## src/rtl/ram_arbiter.sv

```systemverilog
// ram_arbiter: shares one synchronous RAM port (1-cycle read latency) between
// two requesters. It uses a req/ack handshake and round-robin arbitration on ties.
// A sampled request produces its ack pulse two cycles after the grant edge.
module ram_arbiter #(
    parameter int unsigned g_RAM_WIDTH = 9,
    parameter int unsigned g_RAM_ADDR  = 11
) (
    input  logic                   i_clk,
    input  logic                   i_rst_n,
    input  logic                   i_p0_req,
    input  logic                   i_p0_we,
    input  logic [g_RAM_ADDR-1:0]  i_p0_addr,
    input  logic [g_RAM_WIDTH-1:0] i_p0_data,
    output logic                   o_p0_ack,
    output logic [g_RAM_WIDTH-1:0] o_p0_data,
    input  logic                   i_p1_req,
    input  logic                   i_p1_we,
    input  logic [g_RAM_ADDR-1:0]  i_p1_addr,
    input  logic [g_RAM_WIDTH-1:0] i_p1_data,
    output logic                   o_p1_ack,
    output logic [g_RAM_WIDTH-1:0] o_p1_data,
    output logic                   o_ram_en,
    output logic                   o_ram_we,
    output logic [g_RAM_ADDR-1:0]  o_ram_addr,
    output logic [g_RAM_WIDTH-1:0] o_ram_data,
    input  logic [g_RAM_WIDTH-1:0] i_ram_data,
    output logic                   o_busy,
    output logic                   o_grant
);

    typedef enum logic [1:0] {
        IDLE   = 2'd0,
        ACCESS = 2'd1,
        DONE   = 2'd2
    } state_t;

    state_t r_state;
    logic   r_last;
    logic   win_c;

    // Winner of the IDLE sample: the lone requester, or the port not served last on a tie
    always_comb begin
        win_c = 1'b0;
        if (i_p0_req && i_p1_req) begin
            win_c = ~r_last;
        end else begin
            win_c = i_p1_req;
        end
    end

    // Arbitration FSM with all outputs registered
    always_ff @(posedge i_clk or negedge i_rst_n) begin
        if (!i_rst_n) begin
            r_state    <= IDLE;
            r_last     <= 1'b1;
            o_ram_en   <= 1'b0;
            o_ram_we   <= 1'b0;
            o_ram_addr <= '0;
            o_ram_data <= '0;
            o_p0_ack   <= 1'b0;
            o_p1_ack   <= 1'b0;
            o_p0_data  <= '0;
            o_p1_data  <= '0;
            o_busy     <= 1'b0;
            o_grant    <= 1'b0;
        end else begin
            o_p0_ack <= 1'b0;
            o_p1_ack <= 1'b0;
            case (r_state)
                IDLE: begin
                    if (i_p0_req || i_p1_req) begin
                        o_ram_en   <= 1'b1;
                        o_ram_we   <= win_c ? i_p1_we   : i_p0_we;
                        o_ram_addr <= win_c ? i_p1_addr : i_p0_addr;
                        o_ram_data <= win_c ? i_p1_data : i_p0_data;
                        o_grant    <= win_c;
                        r_last     <= win_c;
                        o_busy     <= 1'b1;
                        r_state    <= ACCESS;
                    end
                end
                ACCESS: begin
                    o_ram_en <= 1'b0;
                    o_ram_we <= 1'b0;
                    r_state  <= DONE;
                end
                DONE: begin
                    if (o_grant) begin
                        o_p1_data <= i_ram_data;
                        o_p1_ack  <= 1'b1;
                    end else begin
                        o_p0_data <= i_ram_data;
                        o_p0_ack  <= 1'b1;
                    end
                    o_busy  <= 1'b0;
                    r_state <= IDLE;
                end
                default: begin
                    r_state <= IDLE;
                end
            endcase
        end
    end

endmodule

```

## config.mk

```make
export PLATFORM = sky130hd
export DESIGN_NAME = ram_arbiter
export DESIGN_NICKNAME = d
export VERILOG_FILES = /design/src/rtl/ram_arbiter.sv
export SDC_FILE = /design/constraint.sdc
export NUM_CORES = 1
export LEC_CHECK = 0
export ABC_AREA = 1
export CELL_PAD_IN_SITES_DETAIL_PLACEMENT = 0
export CELL_PAD_IN_SITES_GLOBAL_PLACEMENT = 1
export CORE_MARGIN = 1
export CORE_UTILIZATION = 31
export CTS_CLUSTER_DIAMETER = 200
export DETAILED_ROUTE_END_ITERATION = 8
export PLACE_DENSITY_LB_ADDON = 0.1
export SYNTH_ARGS = -nofsm -noshare
export SYNTH_HDL_FRONTEND = slang
export SYNTH_SLANG_ARGS = --single-unit
```

## constraint.sdc

```tcl
create_clock -name i_clk -period 4.1 [get_ports i_clk]
set_clock_uncertainty 0.2 [all_clocks]
set_input_delay 0.82 -clock i_clk [delete_from_list [all_inputs] [get_ports i_clk]]
set_output_delay 0.82 -clock i_clk [all_outputs]
set_load 0.02 [all_outputs]
```

==> flow_summary.yaml <==
timing:
  timing.final.crit_period_ns: 2.69
  max_freq_mhz: 372
  setup_violations: 0
  rsz0062_at_grt: "false"
  worst_slack_ns: 1.41
  max_slew_margin: 0.288
  tightestPinTransition_ns: 1.07
  slew_viol_final: 0
  finalCritPeriodShare: 0.656
  tns_ns: 0
  hold_viol: 0
clock_tree:
  cts_htree_levels: 2
  clkTransAtPathRegs_ns: 0.08
  cts_tree: "built"
  clkLatencyLatePin_ns: 0.29
  cts.path.max_buffers: 2
  cts_setup_buffers: 0
  clock-sinks: 47
  cts_hold_buffers: 0
  postCtsResizedCells: 0
  clockRootBuffer: "clkbuf_8"
  cts_inserted_buffers: 5
min_path:
  hold_class: "flip-flop to flip-flop"
setup_path:
  timing.rr.start: "r_last"
  r2r_slack_ns: 2.04
  end_kind: "flip-flop"
  cp_data_required_time_ns: 4.09
  r2r_cells: 5
  crit_path_end: "o_ram_addr[1]"
  worstSetupStartpoint: "i_p0_req"
  r2r-end: "o_ram_addr[1]"
  critPathKind: "input pin to flip-flop"
  worst_ep_arrival_time_ns: 2.68
  crit_fanout: 23
  start_kind: "input pin"
grt:
  track_usage: 0.155
  gr-total-overflow: 0
  grt_pass1_vias: 1886
  grt_pass1_wl_um: 8970
  antenna_found_initial: 0
  grt_max_degree: 48
floorplanning:
  fp.dieArea_um2: 7460
  die_h_um: 86.4
  start_util: 0.323
  ioPinCount: 99
  core_um2: 6830
  die_w_um: 86.4
  num_rows: 30
layout:
  drive_above_1_share: 0.0486
  stdcell_count: 466
  areaGrowthSynthToFinish_pct: 50.9
  final_cell_mix: "clkdlybuf4s50_1 (97), nand2_1 (87), inv_1 (56), dfrtp_1 (46), nand3_1 (44)"
  final_util: 0.487
  final_nets: 425
  layout_commonest_cell: "clkdlybuf4s50_1"
  stdcell_area_um2: 3330
  diodes: 0
route:
  firstDrtPassIters: 4
  routedWlPerCell_um: 11.7
  drt_wl_total_um: 5460
  drc: 0
  viasPerCell: 4.23
  antenna_left: 0
  route.vias.total: 1972
  drtIter0Drc: 90
run_status:
  status: "completed"
logic_synthesis:
  syn-cell-area_um2: 2210
  synth_fp_nets: 332
  ys_ff_latch: 47
  yosysUniqueCellTypes: 17
  syn_inst: 277
  syn_area_per_cell_um2: 7.96
  yosysWarnings: 0
  ys_seq_area_frac: 0.534
place:
  pre_cts_slack_ns: 1.04
  dp.cells: 459
  gp_congestion: 0.714
  port_buffers: 98
  dp_hpwl_um: 3720
  dpl-instance-area_um2: 3220
power:
  powerDensity_nw_per_um2: 711
  p_leak_uw: 0.00172
  peakVddDrop_v: 0.000239
job:
  maxCapViolCount: 0
-- cells by family after synthesis --
logic type	share of synthesized area
and+or+nand+nor	0.277
buffers and inverters	0.136
DFF	0.534
AOI/OAI and AO/OA	0.0528
-- worst min-delay path by stage --
| stage | from | endpoint | cells past startpoint |
|---|---|---|---|
| floorplan | r_last | r_last | 2 |
| global placement | o_ram_en | o_ram_en | 2 |
| detailed placement | o_ram_addr[8] | o_ram_addr[8] | 2 |
| CTS | r_last | r_last | 2 |
| global route | r_last | r_last | 2 |
| finish | r_last | r_last | 2 |
-- worst max-delay path, stage by stage --
cell and delay (ns):
clkdlybuf4s50_1 0.59, nand2_2 0.32, nand2_1 0.67, nand2_1 0.12
nand3_1 0.10, nand2_1 0.05
-- area by class of cell --
type	count	area, µm²
Timing Repair Buffer	99	983
Tap cell	96	120
Multi-Input combinational cell	160	728
Clock inverter	2	37.5
Clock buffer	5	68.8
Sequential cell	47	1180
Inverter	57	214
Fill cell	705	3500
-- flip-flops by register name (all words and copies together), names as in the netlist --
register and flops:
o_p0_data 9, o_p0_ack 1, o_ram_data 9, r_state 2
o_ram_en 1, o_busy 1, r_last 1, o_grant 1
o_ram_we 1, o_p1_ack 1, o_p1_data 9, o_ram_addr 11
-- synth_stat cells --
cell type	count	share of area
nand2_1	87	0.15
inv_1	56	0.095
dfrtp_1	46	0.52
nand3_1	44	0.10
o21ai_1	12	0.027
o21ai_0	8	0.018
buf_2	6	0.014
buf_4	6	0.020
nand2_4	2	0.010
nor2_1	2	0.0034
nor2_4	2	0.010
buf_6	1	0.0051
dfstp_2	1	0.012
inv_2	1	0.0017
nand2_2	1	0.0028
nor2_2	1	0.0028
o21ai_4	1	0.0074
-- metal layers --
| layer | up-vias | share of wire | track usage |
|---|---|---|---|
| met5 | - | 0 | 0 |
| li1 | 1019 | - | - |
| met4 | 0 | 0.012 | 0.0485 |
| met3 | 7 | 0.058 | 0.0486 |
| met1 | 887 | 0.46 | 0.192 |
| met2 | 59 | 0.47 | 0.260 |
-- through the flow --
step                      total power (µW)  hold WS (ns)
after floorplan                       1500         0.249
after global placement                2050         0.257
after detailed placement              2060         0.268
after CTS                             2400         0.283
after global routing                  2550         0.303
final                                 2370         0.274
-- report_power, final --
part | total, µW | switching (µW) | internal (µW)
sequential | 815 | 122 | 692
clock | 336 | 157 | 178
combinational | 1220 | 670 | 545
total | 2370 | 950 | 1420
No activity file was read; power rests on OpenSTA's default activity.
==> RTL edit, RTL diff (same settings) <==
Re-encode `state_t` (3 states) as one-hot, 3 bits wide.
--- a/src/rtl/ram_arbiter.sv
+++ b/src/rtl/ram_arbiter.sv
@@ -30,6 +30,6 @@
 
-    typedef enum logic [1:0] {
-        IDLE   = 2'd0,
-        ACCESS = 2'd1,
-        DONE   = 2'd2
+    typedef enum logic [2:0] {
+        IDLE   = 3'b001,
+        ACCESS = 3'b010,
+        DONE   = 3'b100
     } state_t;
Check against the original RTL: no difference found for any inputs over 10 cycles, from zero or initial values and one cycle with i_rst_n low; not proved beyond that.
==> RTL edit against the unedited design <==
  * Wire length increased by 7.8%
  * Die area increased by 2.2%
  * Critical path depth down 5
  * Non-clock buffer count increased by 1
  * Setup slack worse by 0.050 ns
  * Register-to-register slack improved by 0.40 ns
  * Critical path type is now reg -> out
  * Area after synthesis rose by 2.3%
  * Power is 1.0% higher
  * Sequential power up 4.3%
  * Critical endpoint is now o_grant
  * Largest power group unchanged
  * Sequential cell count increased by 1
  * Final area rose by 0.98%
  * Final cell count fell by 1.3%
  * Via count up 2.1%
==> RTL edit: results (changes against the unedited design) <==
metric;value;unit;change
timing.final.ws_setup;1.36;ns;was 1.41 ns
vias_per_cell;4.38;;was 4.23
dpl_cell_area;3250;um^2;was 3220 um^2
cts_setup_buffers;0;;unchanged
syn_area_per_cell;8.32;um^2;was 7.96 um^2
wire_per_inst;12.8;um;was 11.7 um
grt_use_total;17.0;%;was 15.5%
grt_pass1_wl;9.94;mm;was 8.97 mm
instances_no_fill;460;;was 466
critPathTopFamily;buffers and inverters;;was simple AND/OR/NAND/NOR gates
worstMarginPinSlew;1.07;ns;about the same
rrSetupSlack;2.44;ns;was 2.04 ns
path_class;reg -> out;;was in -> reg
firstDrtPassIters;4;;unchanged
critPathMaxFanout;12;;was 23
ir_drop;0.235;mV;was 0.239 mV
synth.distinct_cells;21;;was 17
crit_path_start;o_grant$_DFFE_PN0P_;;was i_p0_req
hold_path.class;reg -> reg;;unchanged
finalHoldViolations;0;;unchanged
intPower;0.00141;W;was 0.00142 W
largest_reg_flops;11;;unchanged
place_congestion;0.691;;was 0.714
hold_ws;0.272;ns;was 0.274 ns
synthTopCellsByArea;dfrtp_1, nand2_1, nand3_1;;unchanged
cts_buffer_depth;2;;unchanged
endpoint;o_grant;;was o_ram_addr[1]$_DFFE_PN0P_
yosys-top-cells-count;nand2_1, dfrtp_1, nand3_1, o21ai_1, nand2_2;;was nand2_1, inv_1, dfrtp_1, nand3_1, o21ai_1
share_seq_of_total_power;35.6;%;was 34.4%
net-switching-power;0.000982;W;was 0.000950 W
cts_resized;0;;unchanged
reg2regPathDepth;4;;was 5
ys_warn_count;0;;unchanged
max_stage_delay;0.72;ns;was 0.67 ns
p_leak;1.56;nW;was 1.72 nW
nets;418;;was 425
fill_cells;717;;was 705
grt_max_degree;49;;was 48
cp_slowest_cell;clkdlybuf4s50_1;;was nand2_1
synthArstFlopShare;100;%;unchanged
regMostFlops;o_ram_addr;;unchanged
synth_nets;326;;was 332
clk_pin_slew;0.08;ns;about the same
cp.arrival;1.72;ns;was 2.68 ns
yosysSeqAreaShare;53.4;%;about the same
grt_antenna_before_repair;0;;unchanged
regArea;1200;um^2;was 1180 um^2
place_hpwl;4.07;mm;was 3.72 mm
grt_pass1_vias;1928;;was 1886
layout-drive-gt1-share;9.89;%;was 4.86%
whs_endpoint;r_last$_DFFE_PN1P_;;unchanged
dp_cells;452;;was 459
outcome;completed;;unchanged
hold_start;r_last$_DFFE_PN1P_;;unchanged
r2r_end;o_p1_data[8]$_DFFE_PN0P_;;was o_ram_addr[1]$_DFFE_PN0P_
drtIter0Drc;64;;was 90
-- RTL edit: changes by cell type in the layout (fill, tap and decap cells not counted), sizes merged, moves of 2 or more --
cell,unedited run,this run
clkinv,0,2
inv,57,7
nand2,90,147
nand3,44,26
o21ai,21,19
-- RTL edit: logic make-up after synthesis --
group | count (synthesis) | share of synthesized area [%]
compound gates | 19 | 4.22
flops | 48 | 53.4
buf+inv | 23 | 6.32
simple gates | 181 | 36.1
-- RTL edit: layout make-up --
cell class / count / share of cell area [%]
clock buffers: 6 / 2.16
repair buffers: 100 / 29.5
clock inverters: 2 / 1.04
inverters: 8 / 0.893
multi-input cells: 200 / 27.1
flip-flops and latches: 48 / 35.8
well taps: 96 / 3.57
-- RTL edit: layer usage --
metal / global-route usage, % / vias to the layer above / part of all wire (%)
met3: 3.98 / 6 / 5.2
met4: 5.37 / 0 / 1.3
met2: 26.6 / 65 / 46
met1: 23.3 / 916 / 48
li1: - / 1027 / -
met5: 0 / - / 0
